## src/rtl/fifo_wr_arbiter_pkg.sv

```systemverilog
// Shared types, defaults and the round-robin search used by the FIFO write
// arbiter and its picker.
package fifo_wr_arbiter_pkg;

  localparam int unsigned DEF_WIDTH     = 14;
  localparam int unsigned DEF_NUM_REQ   = 4;
  localparam int unsigned DEF_BURST_LEN = 4;

  // Upper bound on requesters; the search function works on this width.
  localparam int unsigned MAX_REQ   = 8;
  localparam int unsigned MAX_IDX_W = 3;

  typedef enum logic {
    IDLE  = 1'b0,
    BURST = 1'b1
  } state_e;

  typedef struct packed {
    logic                 found;
    logic [MAX_IDX_W-1:0] idx;
  } rr_sel_t;

  // First set bit of req, searching last+1, last+2, ... modulo num_req.
  function automatic rr_sel_t rr_next(input logic [MAX_REQ-1:0]   req,
                                      input logic [MAX_IDX_W-1:0] last,
                                      input int unsigned          num_req);
    rr_sel_t              sel;
    int unsigned          cand;
    logic [MAX_IDX_W-1:0] c;
    sel = '0;
    for (int unsigned k = 1; k <= MAX_REQ; k++) begin
      cand = (32'(last) + k) % num_req;
      c    = MAX_IDX_W'(cand);
      if ((k <= num_req) && !sel.found && req[c]) begin
        sel.found = 1'b1;
        sel.idx   = c;
      end
    end
    return sel;
  endfunction

endpackage

```

## src/rtl/fifo_wr_arbiter_rr_pick.sv

```systemverilog
// Combinational round-robin priority picker.
//   req     : request vector
//   last    : index of the most recent winner (search starts at last+1)
//   valid_c : some request present
//   gnt_c   : one-hot winner (zero when no request)
//   idx_c   : winner index
module rr_pick
  import fifo_wr_arbiter_pkg::*;
#(
  parameter  int unsigned NUM_REQ = DEF_NUM_REQ,
  localparam int unsigned IDX_W   = (NUM_REQ > 1) ? $clog2(NUM_REQ) : 1
) (
  input  logic [NUM_REQ-1:0] req,
  input  logic [IDX_W-1:0]   last,
  output logic               valid_c,
  output logic [NUM_REQ-1:0] gnt_c,
  output logic [IDX_W-1:0]   idx_c
);

  rr_sel_t sel;

  // Search is done at the package's maximum width and narrowed back.
  always_comb begin
    sel     = rr_next(MAX_REQ'(req), MAX_IDX_W'(last), NUM_REQ);
    valid_c = sel.found;
    idx_c   = IDX_W'(sel.idx);
    gnt_c   = sel.found ? (NUM_REQ'(1) << idx_c) : '0;
  end

endmodule

```

## src/rtl/fifo_wr_arbiter.sv

```systemverilog
// Round-robin arbiter sharing one FIFO write port between NUM_REQ requesters.
// Each grant is held for up to BURST_LEN words; one IDLE decision cycle
// separates bursts.
//   clk, rst   : clock, asynchronous active-high reset
//   req        : per-requester request (word valid while high)
//   req_data   : packed words, requester i at [i*WIDTH +: WIDTH]
//   ack        : one-hot-or-zero, word of requester i taken this cycle
//   gnt        : registered one-hot-or-zero current owner
//   fifo_full  : FIFO full flag (backpressure)
//   fifo_wr_en : FIFO write enable
//   fifo_din   : FIFO write data
//   busy       : state is BURST
module fifo_wr_arbiter
  import fifo_wr_arbiter_pkg::*;
#(
  parameter int unsigned WIDTH     = DEF_WIDTH,
  parameter int unsigned NUM_REQ   = DEF_NUM_REQ,
  parameter int unsigned BURST_LEN = DEF_BURST_LEN
) (
  input  logic                     clk,
  input  logic                     rst,
  input  logic [NUM_REQ-1:0]       req,
  input  logic [NUM_REQ*WIDTH-1:0] req_data,
  output logic [NUM_REQ-1:0]       ack,
  output logic [NUM_REQ-1:0]       gnt,
  input  logic                     fifo_full,
  output logic                     fifo_wr_en,
  output logic [WIDTH-1:0]         fifo_din,
  output logic                     busy
);

  localparam int unsigned IDX_W = (NUM_REQ > 1) ? $clog2(NUM_REQ) : 1;
  localparam int unsigned CNT_W = (BURST_LEN > 1) ? $clog2(BURST_LEN) : 1;

  state_e             state_q, state_d;
  logic [NUM_REQ-1:0] gnt_q, gnt_d;
  logic [IDX_W-1:0]   last_q, last_d;
  logic [CNT_W-1:0]   cnt_q, cnt_d;

  logic               pick_valid;
  logic [NUM_REQ-1:0] pick_gnt;
  logic [IDX_W-1:0]   pick_idx;
  logic [WIDTH-1:0]   words [NUM_REQ];
  logic               own_req;
  logic               accept;
  logic               cnt_last;

  // Unpack requester words for a simple indexed mux.
  for (genvar i = 0; i < NUM_REQ; i++) begin : g_words
    assign words[i] = req_data[i*WIDTH +: WIDTH];
  end

  rr_pick #(
    .NUM_REQ (NUM_REQ)
  ) u_pick (
    .req     (req),
    .last    (last_q),
    .valid_c (pick_valid),
    .gnt_c   (pick_gnt),
    .idx_c   (pick_idx)
  );

  // While in BURST, last_q holds the owner's index.
  assign own_req  = req[last_q];
  assign cnt_last = (cnt_q == CNT_W'(BURST_LEN - 1));

  assign gnt  = gnt_q;
  assign busy = (state_q == BURST);

  // State register; reset leaves requester 0 with first priority.
  always_ff @(posedge clk or posedge rst) begin
    if (rst) begin
      state_q <= IDLE;
      gnt_q   <= '0;
      last_q  <= IDX_W'(NUM_REQ - 1);
      cnt_q   <= '0;
    end else begin
      state_q <= state_d;
      gnt_q   <= gnt_d;
      last_q  <= last_d;
      cnt_q   <= cnt_d;
    end
  end

  // Next-state and zero-latency write-side outputs.
  always_comb begin
    state_d    = state_q;
    gnt_d      = gnt_q;
    last_d     = last_q;
    cnt_d      = cnt_q;
    accept     = 1'b0;
    ack        = '0;
    fifo_wr_en = 1'b0;
    fifo_din   = words[last_q];

    unique case (state_q)
      IDLE: begin
        if (pick_valid) begin
          state_d = BURST;
          gnt_d   = pick_gnt;
          last_d  = pick_idx;
          cnt_d   = '0;
        end
      end
      BURST: begin
        // Never write while full; full with req held simply stalls.
        accept     = own_req & ~fifo_full;
        fifo_wr_en = accept;
        ack        = accept ? gnt_q : '0;
        if (!own_req) begin
          state_d = IDLE;
          gnt_d   = '0;
        end else if (accept) begin
          if (cnt_last) begin
            state_d = IDLE;
            gnt_d   = '0;
          end else begin
            cnt_d = cnt_q + CNT_W'(1);
          end
        end
      end
      default: begin
        state_d = IDLE;
        gnt_d   = '0;
      end
    endcase
  end

endmodule

```

## config.mk

```make
export PLATFORM = sky130hd
export DESIGN_NAME = fifo_wr_arbiter
export DESIGN_NICKNAME = d
export VERILOG_FILES = /design/src/rtl/fifo_wr_arbiter_pkg.sv /design/src/rtl/fifo_wr_arbiter_rr_pick.sv /design/src/rtl/fifo_wr_arbiter.sv
export SDC_FILE = /design/constraint.sdc
export NUM_CORES = 1
export LEC_CHECK = 0
export CAP_MARGIN = 15
export CELL_PAD_IN_SITES_DETAIL_PLACEMENT = 0
export CELL_PAD_IN_SITES_GLOBAL_PLACEMENT = 2
export CORE_MARGIN = 2
export CORE_UTILIZATION = 14
export CTS_CLUSTER_SIZE = 20
export DETAILED_ROUTE_END_ITERATION = 10
export PLACE_DENSITY_LB_ADDON = 0.1
export SYNTH_ARGS = -nofsm -noshare
export SYNTH_HDL_FRONTEND = slang
export SYNTH_SLANG_ARGS = --single-unit
export TNS_END_PERCENT = 10
```

## constraint.sdc

```tcl
create_clock -name clk -period 1.8 [get_ports clk]
set_input_delay 0.36 -clock clk [delete_from_list [all_inputs] [get_ports clk]]
set_output_delay 0.36 -clock clk [all_outputs]
set_load 0.01 [all_outputs]
```

==> results.md, run 1 <==
- Max Clock Freq: between 400 and 500 MHz
- H-tree depth: 1
- Avg Inst Size Synth: 12.2 µm²
- Data required time of the critical path: roughly 1400 ps
- Number of buffers added by the clock tree synthesis step: 3
- Overall track demand over capacity in global routing: 10.3%
- Overall die area: ~7000 µm²
- Design area: ~2000 µm²
- Final-report max-slew violation count: 0
- Post-CTS clock slew at the launch and capture registers of the worst setup and hold paths: 50 ps
- Number of instances in the synthesized netlist: 73
- Layout Nets: between 200 and 250
- Area share of the largest cell type after synthesis: between 20% and 30%
- Clock skew: about 3.2 ps
- Drc violations: 0
- Antenna violations before repair: 0
- TNS Setup: -4860 ps
- Number of global-route vias before repair: between 1000 and 1500
- Worst hold path type: in -> async
- Library cell with the largest summed area after synthesis: mux4_2
- Min Hold Slack: 417 ps
- Crit Path Category: reg -> out
- Setup Viol. Count Final: 19
- Die Wd: ~84 µm
- Fin crit period: between 2000 and 2500 ps
- Max-cap violations: 0
- Cell area after synthesis: just under 900 µm²
- Maximum number of pins on one net before global-route repair: 21
- Arrival @ worst endpoint: around 1700 ps
- Worst-skew pair later-pin latency: between 200 and 250 ps
- Reg area: approximately 230 µm²
- IO Count: a little under 90
- Area of the placeable core: around 6200 µm²
- Final period util: 117%
- Multi-input gate area: 637 µm²
- Total detailed-routing wirelength: between 3000 and 4000 µm
- Cts hold-fix bufs: 0
- Yosys cell types: 29
- Post-layout worst setup margin: -302 ps
- Transition time of the tightest slew-check pin: between 400 and 500 ps
- Effective utilization at floorplan: between 10% and 20%
- Num rows: 29
- Remaining antenna violation count after routing: 0
- Remaining global-route overflow: 0
- Ranking of synthesized cells by area: mux4_2, dfrtp_1, mux4_1
- Crit path capture type: output port
- Failing checks: negative setup slack
- Rel. slew slack: just over 70%
- Crit-path max FO: 5
- Power after layout: around 2500 µW
- Die H: 83.8 µm
- First drt pass iteration count: 4
- Result of the run: finished, violations left
- Wire length of the first global-routing pass: 5880 µm
- Yosys warning count: 0
- Number of filler instances in the final layout: 636
- Leak pwr: just over 0.0008 µW
- IR drop worst, VDD: around 640 µV
- Count of inserted antenna diode cells: 0
- Largest buffer count on any clock path: 2
- Number of sinks driven by the clock tree: 9
- RSZ-0062 raised after global routing: yes
- Gpl congestion: 0.878
- Estimated wirelength of the detail-placed design: about 3000 µm
- Clock tree root buffer cell: clkbuf_8
- Synth-to-Final Area Change: 128%
- Ratio of routed vias to standard cells: between 4 and 5
- Placement-stage cell area: approximately 2000 µm²
- Fraction of the yosys area taken by sequential cells: 25.5%
- Category of the worst setup path launch point: register
- Share of cells above drive strength 1: between 30 and 40%
- Buffers on Ports: between 80 and 90
- Wire per inst: between 10 and 15 µm
- Number of hold violations in the final report: 0
- Post-synthesis net count: about 140
- Number of DRC markers in iteration 0: 23
- Number of vias in the routed layout: between 1000 and 1500
- Yosys reg bits: 9
- Power per unit of standard cell area: ~1300 nW/µm²
- CTS tree: yes
## Yosys cell counts
master    number
a21oi_1        2
nand2b_1       3
o311a_1        1
mux2_2         1
mux4_2        11
o311ai_0       1
clkbuf_1       1
nand3_2        1
inv_1          2
nor2_1         6
nand3_1        3
nor2b_1        2
buf_2          2
o21ai_2        1
dfstp_2        2
nand2_1        3
o21ai_0        3
ha_1           1
mux4_1         4
a32o_1         4
nor4_1         1
o22ai_1        1
buf_6          1
nand3b_1       1
dfrtp_1        7
and2_1         4
nand4_1        1
nor2_2         1
a21o_1         2
## worst max-delay path, cell delays in order, from the launching register on
cell and delay, ps:
dfstp_2 560, mux4_2 550, nand2_2 100, nor2_4 50
and2_4 140, buf_6 110
## power by group
| group | internal (µW) | switching, µW |
|---|---|---|
| sequential | 315 | 80.7 |
| combinational | 1150 | 753 |
| clock | 155 | 87.1 |
| total | 1620 | 921 |
## cells in the final DEF (no fill, tap or decap), drive strengths merged, types with 3 or more instances in the layout
cell type      netlist  routed
mux4                15      15
nor2                 7       7
clkdlybuf4s50        0      67
nand2b               3       3
clkbuf               1       4
dfrtp                7       7
and2                 4       4
o21ai                4       4
nand3                4       4
nand2                3       3
a32o                 4       4
buf                  3      35
## repair_timing
item                       in CTS  in global routing
resized for setup              90                  8
pin swaps                       2                  1
setup buffers                   3                  0
cloned                          1                  0
setup endpoints to repair      23                 23
hold endpoints to repair        0                  0
## registers in the layout, summed over array words and instances (netlist names)
name	count
cnt_q	2
last_q	2
busy	1
gnt	4
## logic make-up after synthesis
group | Yosys count | synth area share, %
DFF | 9 | 25.5
buffers and inverters | 6 | 3.65
and+or+nand+nor | 26 | 15.8
adders and majority gates | 1 | 1.40
AOI/OAI and AO/OA | 15 | 12.8
muxes | 16 | 40.8
## stage by stage
stage                     utilization, %  worst slack [ps]  cells
final                               32.5              -302    253
after global routing                32.5              -355    253
after CTS                           31.8              -329    253
after detailed placement            31.1              -623    245
after global placement              31.1              -616    245
after floorplan                        -             -45.4     73
## path summary, 6_finish.rpt
check,from,end,slack (ps),cells after the start
max,last_q[0]$_DFFE_PP1P_,ack[0],-300,5
min in group clk,cnt_q[0]$_DFFE_PP0P_,cnt_q[0]$_DFFE_PP0P_,510,1
max reg2reg,last_q[0]$_DFFE_PP1P_,gnt[1]$_DFFE_PP0P_,30,5
min reg2reg,cnt_q[0]$_DFFE_PP0P_,cnt_q[0]$_DFFE_PP0P_,510,1
min,rst,busy$_DFF_PP0_,420,2
max in group asynchronous,rst,last_q[1]$_DFFE_PP1P_,1060,2
## per-layer routing
layer	track usage, %	vias to the layer above	routed length (µm)
met5	0	-	0
met4	2.20	0	23
met3	1.48	4	215
met2	19.1	47	1860
met1	12.5	518	1520
li1	-	506	-
## cell type report
| cell class | count | share of cell area (%) |
|---|---|---|
| Clock buffer | 4 | 2.22 |
| Inverter | 2 | 0.370 |
| Multi-Input combinational cell | 58 | 31.4 |
| Sequential cell | 9 | 11.2 |
| Tap cell | 77 | 4.74 |
| Timing Repair Buffer | 103 | 50.1 |
Power figures use the tool's default switching activity.
==> run 2: changes to the inputs <==
--- a/config.mk
+++ b/config.mk
@@ -16,4 +16,4 @@
 export SYNTH_ARGS = -nofsm -noshare
 export SYNTH_HDL_FRONTEND = slang
 export SYNTH_SLANG_ARGS = --single-unit
-export TNS_END_PERCENT = 10
+export TNS_END_PERCENT = 5
==> results of run 2 <==
The final DEF is identical to that of run 1; final timing and power are the same.
